===== src/rtl/lsu_byte_sequencer_if.sv =====
// Request/response handshake and byte-wide memory bus for the load/store sequencer.
// The sequencer connects through the slave modport; execute, writeback and memory sit on master.
interface lsu_byte_sequencer_if #(
    parameter int ADDR_WIDTH = 32
) ();
    logic                  req_valid;
    logic                  req_ready;
    logic                  req_is_store;
    logic [2:0]            req_funct3;
    logic [ADDR_WIDTH-1:0] req_addr;
    logic [31:0]           req_wdata;

    logic                  resp_valid;
    logic                  resp_ready;
    logic [31:0]           resp_rdata;
    logic                  resp_misaligned;
    logic                  resp_fault;

    logic [ADDR_WIDTH-1:0] mem_addr;
    logic [7:0]            mem_wdata;
    logic                  mem_we;
    logic                  mem_re;
    logic [7:0]            mem_rdata;

    modport slave (
        input  req_valid, req_is_store, req_funct3, req_addr, req_wdata,
        input  resp_ready, mem_rdata,
        output req_ready, resp_valid, resp_rdata, resp_misaligned, resp_fault,
        output mem_addr, mem_wdata, mem_we, mem_re
    );

    modport master (
        output req_valid, req_is_store, req_funct3, req_addr, req_wdata,
        output resp_ready, mem_rdata,
        input  req_ready, resp_valid, resp_rdata, resp_misaligned, resp_fault,
        input  mem_addr, mem_wdata, mem_we, mem_re
    );
endinterface


===== src/rtl/lsu_byte_sequencer.sv =====
// RV32I load/store sequencer: validates a request, then performs 1/2/4 little-endian byte
// accesses on a byte-wide memory and returns the extended load data on a response handshake.
module lsu_byte_sequencer #(
    parameter int ADDR_WIDTH   = 32,
    parameter int MEM_BYTES    = 1024,
    parameter int READ_LATENCY = 1
) (
    input  logic                clk,
    input  logic                reset,
    lsu_byte_sequencer_if.slave bus
);
    localparam int AW1   = ADDR_WIDTH + 1;
    localparam int LAT_W = (READ_LATENCY > 1) ? $clog2(READ_LATENCY) : 1;

    typedef enum logic [1:0] {IDLE, ACCESS, WAIT, DONE} state_t;

    state_t                state;
    logic                  is_store;
    logic [2:0]            funct3;
    logic [ADDR_WIDTH-1:0] base;
    logic [31:0]           wdata;
    logic [31:0]           acc;
    logic [1:0]            idx;
    logic [LAT_W-1:0]      lat_cnt;

    logic [1:0]            req_size;
    logic [1:0]            req_last;
    logic                  req_misaligned;
    logic                  req_legal;
    logic [AW1-1:0]        req_end;
    logic                  req_out_of_range;
    logic [1:0]            last_idx;
    logic [1:0]            idx_inc;
    logic [ADDR_WIDTH-1:0] next_addr;
    logic [31:0]           acc_next;

    function automatic logic [31:0] extend(input logic [31:0] v, input logic [2:0] f3);
        case (f3[1:0])
            2'b00:   return f3[2] ? {24'h0, v[7:0]}  : {{24{v[7]}}, v[7:0]};
            2'b01:   return f3[2] ? {16'h0, v[15:0]} : {{16{v[15]}}, v[15:0]};
            default: return v;
        endcase
    endfunction

    always_comb begin
        req_size = bus.req_funct3[1:0];
        case (req_size)
            2'b00:   req_last = 2'd0;
            2'b01:   req_last = 2'd1;
            default: req_last = 2'd3;
        endcase
        req_misaligned = ((req_size == 2'b01) && bus.req_addr[0]) ||
                         ((req_size == 2'b10) && (bus.req_addr[1:0] != 2'b00));
        if (bus.req_is_store)
            req_legal = !bus.req_funct3[2] && (req_size != 2'b11);
        else
            req_legal = (req_size != 2'b11) && !(bus.req_funct3[2] && (req_size == 2'b10));
        // One extra bit so an address near the top of the space cannot wrap past the check.
        req_end          = {1'b0, bus.req_addr} + AW1'(req_last);
        req_out_of_range = req_end >= AW1'(MEM_BYTES);

        case (funct3[1:0])
            2'b00:   last_idx = 2'd0;
            2'b01:   last_idx = 2'd1;
            default: last_idx = 2'd3;
        endcase
        idx_inc   = idx + 2'd1;
        next_addr = base + ADDR_WIDTH'(idx_inc);
        acc_next  = acc;
        acc_next[{idx, 3'b000} +: 8] = bus.mem_rdata;
    end

    always_ff @(posedge clk) begin
        if (reset) begin
            state               <= IDLE;
            is_store            <= 1'b0;
            funct3              <= '0;
            base                <= '0;
            wdata               <= '0;
            acc                 <= '0;
            idx                 <= '0;
            lat_cnt             <= '0;
            bus.req_ready       <= 1'b1;
            bus.resp_valid      <= 1'b0;
            bus.resp_rdata      <= '0;
            bus.resp_misaligned <= 1'b0;
            bus.resp_fault      <= 1'b0;
            bus.mem_addr        <= '0;
            bus.mem_wdata       <= '0;
            bus.mem_we          <= 1'b0;
            bus.mem_re          <= 1'b0;
        end else begin
            bus.mem_we <= 1'b0;
            bus.mem_re <= 1'b0;
            case (state)
                IDLE: begin
                    if (bus.req_valid) begin
                        is_store      <= bus.req_is_store;
                        funct3        <= bus.req_funct3;
                        base          <= bus.req_addr;
                        wdata         <= bus.req_wdata;
                        idx           <= '0;
                        acc           <= '0;
                        bus.req_ready <= 1'b0;
                        if (req_misaligned) begin
                            state               <= DONE;
                            bus.resp_valid      <= 1'b1;
                            bus.resp_misaligned <= 1'b1;
                        end else if (!req_legal || req_out_of_range) begin
                            state          <= DONE;
                            bus.resp_valid <= 1'b1;
                            bus.resp_fault <= 1'b1;
                        end else begin
                            // Byte 0 strobe is registered here so it appears during the first ACCESS cycle.
                            state        <= ACCESS;
                            bus.mem_addr <= bus.req_addr;
                            if (bus.req_is_store) begin
                                bus.mem_we    <= 1'b1;
                                bus.mem_wdata <= bus.req_wdata[7:0];
                            end else begin
                                bus.mem_re    <= 1'b1;
                            end
                        end
                    end
                end

                ACCESS: begin
                    if (is_store) begin
                        if (idx == last_idx) begin
                            state          <= DONE;
                            bus.resp_valid <= 1'b1;
                            bus.resp_rdata <= '0;
                        end else begin
                            idx           <= idx_inc;
                            bus.mem_addr  <= next_addr;
                            bus.mem_we    <= 1'b1;
                            bus.mem_wdata <= wdata[{idx_inc, 3'b000} +: 8];
                        end
                    end else begin
                        state   <= WAIT;
                        lat_cnt <= LAT_W'(READ_LATENCY - 1);
                    end
                end

                WAIT: begin
                    if (lat_cnt == '0) begin
                        acc <= acc_next;
                        if (idx == last_idx) begin
                            state          <= DONE;
                            bus.resp_valid <= 1'b1;
                            bus.resp_rdata <= extend(acc_next, funct3);
                        end else begin
                            idx          <= idx_inc;
                            state        <= ACCESS;
                            bus.mem_addr <= next_addr;
                            bus.mem_re   <= 1'b1;
                        end
                    end else begin
                        lat_cnt <= lat_cnt - 1'b1;
                    end
                end

                DONE: begin
                    if (bus.resp_ready) begin
                        state               <= IDLE;
                        bus.req_ready       <= 1'b1;
                        bus.resp_valid      <= 1'b0;
                        bus.resp_rdata      <= '0;
                        bus.resp_misaligned <= 1'b0;
                        bus.resp_fault      <= 1'b0;
                    end
                end

                default: begin
                    state         <= IDLE;
                    bus.req_ready <= 1'b1;
                end
            endcase
        end
    end
endmodule

===== src/flat_wrapper.sv =====
// flat-port wrapper written by rule: the top's interface ports become plain ports
module lsu_byte_sequencer_flat 
#(
    parameter int ADDR_WIDTH   = 32,
    parameter int MEM_BYTES    = 1024,
    parameter int READ_LATENCY = 1
)
  (clk, reset, bus_req_valid, bus_req_is_store, bus_req_funct3, bus_req_addr, bus_req_wdata, bus_resp_ready, bus_mem_rdata, bus_req_ready, bus_resp_valid, bus_resp_rdata, bus_resp_misaligned, bus_resp_fault, bus_mem_addr, bus_mem_wdata, bus_mem_we, bus_mem_re);
  lsu_byte_sequencer_if #(.ADDR_WIDTH(ADDR_WIDTH)) bus_i ();
  input  logic clk;
  input  logic reset;
  input wire logic [$bits(bus_i.req_valid)-1:0] bus_req_valid;
  input wire logic [$bits(bus_i.req_is_store)-1:0] bus_req_is_store;
  input wire logic [$bits(bus_i.req_funct3)-1:0] bus_req_funct3;
  input wire logic [$bits(bus_i.req_addr)-1:0] bus_req_addr;
  input wire logic [$bits(bus_i.req_wdata)-1:0] bus_req_wdata;
  input wire logic [$bits(bus_i.resp_ready)-1:0] bus_resp_ready;
  input wire logic [$bits(bus_i.mem_rdata)-1:0] bus_mem_rdata;
  output wire logic [$bits(bus_i.req_ready)-1:0] bus_req_ready;
  output wire logic [$bits(bus_i.resp_valid)-1:0] bus_resp_valid;
  output wire logic [$bits(bus_i.resp_rdata)-1:0] bus_resp_rdata;
  output wire logic [$bits(bus_i.resp_misaligned)-1:0] bus_resp_misaligned;
  output wire logic [$bits(bus_i.resp_fault)-1:0] bus_resp_fault;
  output wire logic [$bits(bus_i.mem_addr)-1:0] bus_mem_addr;
  output wire logic [$bits(bus_i.mem_wdata)-1:0] bus_mem_wdata;
  output wire logic [$bits(bus_i.mem_we)-1:0] bus_mem_we;
  output wire logic [$bits(bus_i.mem_re)-1:0] bus_mem_re;
  assign bus_i.req_valid = bus_req_valid;
  assign bus_i.req_is_store = bus_req_is_store;
  assign bus_i.req_funct3 = bus_req_funct3;
  assign bus_i.req_addr = bus_req_addr;
  assign bus_i.req_wdata = bus_req_wdata;
  assign bus_i.resp_ready = bus_resp_ready;
  assign bus_i.mem_rdata = bus_mem_rdata;
  assign bus_req_ready = bus_i.req_ready;
  assign bus_resp_valid = bus_i.resp_valid;
  assign bus_resp_rdata = bus_i.resp_rdata;
  assign bus_resp_misaligned = bus_i.resp_misaligned;
  assign bus_resp_fault = bus_i.resp_fault;
  assign bus_mem_addr = bus_i.mem_addr;
  assign bus_mem_wdata = bus_i.mem_wdata;
  assign bus_mem_we = bus_i.mem_we;
  assign bus_mem_re = bus_i.mem_re;
  lsu_byte_sequencer #(.ADDR_WIDTH(ADDR_WIDTH), .MEM_BYTES(MEM_BYTES), .READ_LATENCY(READ_LATENCY)) u_core (.clk(clk), .reset(reset), .bus(bus_i));
endmodule

===== config.mk =====
export PLATFORM = sky130hd
export DESIGN_NAME = lsu_byte_sequencer_flat
export DESIGN_NICKNAME = d
export VERILOG_FILES = /design/src/rtl/lsu_byte_sequencer_if.sv /design/src/rtl/lsu_byte_sequencer.sv /design/src/flat_wrapper.sv
export SDC_FILE = /design/constraint.sdc
export NUM_CORES = 1
export LEC_CHECK = 0
export CAP_MARGIN = 20
export CORE_ASPECT_RATIO = 2
export CORE_MARGIN = 4
export CORE_UTILIZATION = 57
export DETAILED_ROUTE_END_ITERATION = 8
export PLACE_DENSITY_LB_ADDON = 0.3
export SYNTH_ARGS = -nofsm -noshare
export SYNTH_HDL_FRONTEND = slang
export SYNTH_SLANG_ARGS = --single-unit

===== constraint.sdc =====
create_clock -name clk -period 7.3 [get_ports clk]
set_input_delay 0.73 -clock clk [delete_from_list [all_inputs] [get_ports clk]]
set_output_delay 0.73 -clock clk [all_outputs]
set_load 0.005 [all_outputs]

Word level (Yosys, flattened, before mapping) --
Cells that the tools add are included.
Cells by class: add/sub/neg operators 5, equal/unequal tests 23, multiplexer cells 77, reductions and logical operators 32, $lt $le $gt $ge 1, shift operators 3
Operators with widths (count):
- two-way mux 32 bit | 15
- one-hot mux 32 bit (3 select lines) | 2
- one-hot mux 32 bit (2 select lines) | 2
- two-way mux 8 bit | 6
- adder 32 x 2 -> 33 bit | 1
- >= comparator 33 x 11 -> 1 bit, second input constant | 1
- adder 32 x 2 -> 32 bit | 1
- bitwise mux 32 bit | 1
- variable shift 8 x 7 -> 32 bit, first input constant | 1
- variable part select 32 x 6 -> 8 bit | 1
- variable part select 8 x 7 -> 32 bit | 1
- two-way mux 1 bit | 27
- two-way mux 2 bit | 12
- != test 2 bit, second input constant | 9
- one-hot mux 8 bit (2 select lines) | 1
- one-hot mux 1 bit (2 select lines) | 6
- AND reduction 4 bit | 3
- AND reduction 6 bit | 2
- != test 2 x 1 -> 1 bit, second input constant | 5
- AND reduction 5 bit | 2
- nonzero test 2 bit | 5
- one-hot mux 2 bit (2 select lines) | 2
- one-hot mux 2 bit (4 select lines) | 1
- negator 5 -> 7 bit | 1
- 17 further kinds | 33
Word-level totals: bits in registers 183, word-level logic and storage cells 158, output and inout bits 78, input port bits 80

Longest topological paths before layout --
depth after elaboration 11, depth in mapped cells 14, mapped depth without buffers 13

Least setup slack after synthesis --
OpenSTA, ideal clock, no wires.
path type input to register, start input port bus_req_funct3[0], end register u_core.bus.mem_wdata[0], arrival 4224 ps, slack 2981 ps, setup time 95 ps, stages on the path 12, buffers on the path 0, cell sequence or2_2 > ha_1 > inv_1 > fa_1 > nor4_4 > nand2_2 > or3_1 > a2111o_1 > or4_4 > o41ai_4 > nand2_2 > a221oi_1
Between the ends: cells in the longest elaborated chain, start to end 9
Ends and longest elaborated chain:
- start, declared | line flat_wrapper.sv:14 | input wire logic [$bits(bus_i.req_funct3)-1:0] bus_req_funct3;
- parallel branches: the longest is 8 deep, another holds adder 32 x 2 -> 33 bit
- AND reduction 7 bit (no source line) *
- end signal, assigned | line lsu_byte_sequencer.sv:119 | bus.mem_wdata <= bus.req_wdata[7:0];
- end signal, assigned | line lsu_byte_sequencer.sv:137 | bus.mem_wdata <= wdata[{idx_inc, 3'b000} +: 8];
- end, declared | line lsu_byte_sequencer_if.sv:29 | output mem_addr, mem_wdata, mem_we, mem_re
Mark *: on every way between the ends. A chain may end at the register's enable or synchronous reset.

Worst setup path after layout --
start input port bus_req_funct3[0], end register u_core.bus.mem_wdata[7]
The elaborated chain is that of the path after synthesis.

==> reports/summary.txt <==
Post-CTS Resized: 0
IO Count: 158
Final Cell Area: 0.0112 mm²
P per Cell Area: 357 mW/mm²
Core Rows: 64
CP Max Fanout: 9
Static Leak: 3.98 nW
Max Clk Rate: 200 MHz
Largest net degree at the start of global routing: 106
Layout cells sized above 1: 0.0562
Vias in the first global route: 8648
Status: finished clean
WP data arrival: 5.34 ns
H-tree levels: 4
Cells after Synth: 1151
Setup Viol. Count Final: 0
Post-route DRC violation count: 0
Worst Path Required: 7.64 ns
Period minus WS final: 5.00 ns
CTS root buf: clkbuf_16
Sequential area share after synthesis: 0.407
Yosys Warn Count: 0
Die Ht: 185 µm
Final WL: 26.7 mm
Sw frac: 0.406
Distinct cells, synth: 58
Syn_area_per_cell: 7.78 µm²
Slew @ Worst Pin: 1.11 ns
Clock latency on the worst-skew pair: 0.44 ns
Max-Cap Viols: 0
Post-DR vias/cell: 5.97
Post-CTS Setup Bufs: 0
P_int: 2.38 mW
Final setup TNS: 0 ns
DRT iter0 DRCs: 590
Final #Nets: 1363
Area of the mapped netlist: 0.00895 mm²
Unrepaired setup endpoints after global routing: no
Syn_nets: 1246
Max Slew Vio Count: 0
Via Count: 8827
Cts hold-fix bufs: 0
GP Congestion: 0.910
CTS Buf Count: 17
P&R area growth vs syn: 25.2%
Antenna-violating nets left: 0
Port Buffers: 157
Switch Pwr: 1.63 mW
Combinational Power Share: 0.436
Reg power frac: 0.338
VDD IR-drop max: 211 µV
Max-slew headroom: 0.262
ANT cells: 0
Final HPWL from detailed placement: 19.2 mm
Async set-or-reset flop fraction in the synthesized netlist: 0
Core footprint: 0.0154 mm²
CTS max path bufs: 2
Die Outline Area: 0.0179 mm²
Total gr overflow: 0
DRT Pass-1 Iters: 7
Worst Setup End Kind: flop
Register bit total from synthesis: 182
Die X: 96.6 µm
Initial core utilization: 0.582
Clk pwr share: 0.225
Tcrit/Tclk final: 0.685
Post-route clock skew: 0.0157 ns
Initial antenna violation count: 0
Post-synth EDFFs: 0
CP startpoint kind: input pin
First-pass GRT wire length: 42.3 mm
Total Power: 4.01 mW
CTS tree: yes
WL/cell: 18.1 µm
WS Path Type: input pin to flop
HP Class: flop to flop
Final Hold Vio Count: 0
Clock transition at the registers of the reported paths: 0.08 ns
Most common flop cell mapped by yosys: dfxtp_1
Gr usage total: 0.294
Cell Area, Placed: 0.0106 mm²
Num Clock Sinks: 182
-- power by group through the flow --
stage / sequential (mW) / combinational (mW) / clock (mW)
6_report: 1.36 / 1.75 / 0.903
2_1_floorplan: 1.33 / 1.12 / 0
3_5_place_dp: 1.37 / 1.71 / 0
3_3_place_gp: 1.36 / 1.68 / 0
4_1_cts: 1.35 / 1.73 / 0.915
5_1_grt: 1.38 / 1.93 / 0.957
-- cell usage after synthesis (all sizes together) (18+ instances only) --
cell / instances / area share
a21oi: 147 / 0.082
a22oi: 39 / 0.033
clkbuf: 67 / 0.028
dfxtp: 182 / 0.41
inv: 46 / 0.019
mux2i: 36 / 0.040
nand2: 218 / 0.092
nand3: 29 / 0.016
nor2: 140 / 0.059
o21ai: 38 / 0.021
o21bai: 18 / 0.015
xor2: 19 / 0.019
-- cell type report --
| type | count | area [µm²] |
|---|---|---|
| flip-flops and latches | 182 | 3640 |
| fillers | 1256 | 4160 |
| repair buffers | 170 | 1680 |
| inverters | 46 | 173 |
| multi-input cells | 851 | 4880 |
| clock buffers | 17 | 425 |
| clock inverters | 15 | 160 |
| well taps | 198 | 248 |
-- state kept, by name, summed over array words and instances, names as in the netlist --
name / count
u_core.bus.resp_misaligned: 1
u_core.wdata: 32
u_core.bus.resp_rdata: 32
u_core.acc: 32
u_core.bus.resp_valid: 1
u_core.bus.mem_addr: 32
u_core.bus.mem_re: 1
u_core.funct3: 3
u_core.idx: 2
u_core.bus.mem_wdata: 8
u_core.base: 32
u_core.bus.req_ready: 1
u_core.state: 2
u_core.bus.resp_fault: 1
u_core.bus.mem_we: 1
u_core.is_store: 1
-- critical path, cell delays in order --
cell and delay, ns:
clkdlybuf4s50_1 0.55, or2_2 0.15, ha_1 0.15, inv_1 0.06, fa_1 0.42, nor4_4 0.54, nand2_2 0.13, or3_1 0.36
a2111o_1 0.43, or4_4 0.57, o41ai_4 0.64, nand2_2 0.24, a221oi_1 0.37
-- routing by layer --
layer,global-route usage,share of wire
met5,0,0
met4,0.224,0.071
met3,0.0486,0.045
met2,0.554,0.55
met1,0.280,0.34
-- cell usage in the layout (no fill, tap or decap), drive strengths merged, types with 3 or more instances in the layout --
cell           instances
and4                   6
mux2i                 36
a21oi                147
or4                    4
a311oi                 3
or3                    3
a211oi                 5
nand4                 11
and3                   9
nand2b                 4
clkinv                 7
nand3                 29
ha                    13
a211o                  3
xnor2                 17
and2                   7
o22ai                  9
a221oi                11
dfxtp                182
a31oi                  3
nor2b                 12
mux4                   8
o21ai                 38
inv                   54
o21bai                18
clkdlybuf4s50        156
a22oi                 39
nor4                   5
buf                   14
nor3b                  3
nor3                  10
nor2                 140
xor2                  19
clkbuf                17
nand2                218
-- final timing paths --
kind / slack [ns] / to / startpoint / cells after the start
max: 2.30 / u_core.bus.mem_wdata[7] / bus_req_funct3[0] / 13
max reg2reg: 3.03 / u_core.bus.mem_addr[31] / u_core.idx[0] / 13
min reg2reg: 0.45 / u_core.bus.resp_rdata[22] / u_core.bus.resp_rdata[22] / 2
min: 0.45 / u_core.bus.resp_rdata[22] / u_core.bus.resp_rdata[22] / 2
-- stage by stage --
stage,cells,hold slack (ns),setup WS [ns],util
after floorplan,1151,0.433,2.98,-
after global placement,1445,0.437,1.68,0.689
after detailed placement,1446,0.447,1.57,0.690
after CTS,1478,0.456,2.01,0.728
after global routing,1479,0.470,2.09,0.729
final,1479,0.454,2.30,0.729
-- cell families (layout without fill, tap and decap cells) --
| family | count (synthesis) | after routing | share of synthesized area |
|---|---|---|---|
| DFF | 182 | 182 | 0.407 |
| buffers and inverters | 118 | 248 | 0.0500 |
| xor gates and xnor gates | 36 | 36 | 0.0352 |
| adders and majority gates | 15 | 15 | 0.0226 |
| and+or+nand+nor | 468 | 468 | 0.230 |
| muxes | 45 | 45 | 0.0616 |
| AOI/OAI and AO/OA | 287 | 287 | 0.194 |
(Power assumes the default switching activity.)
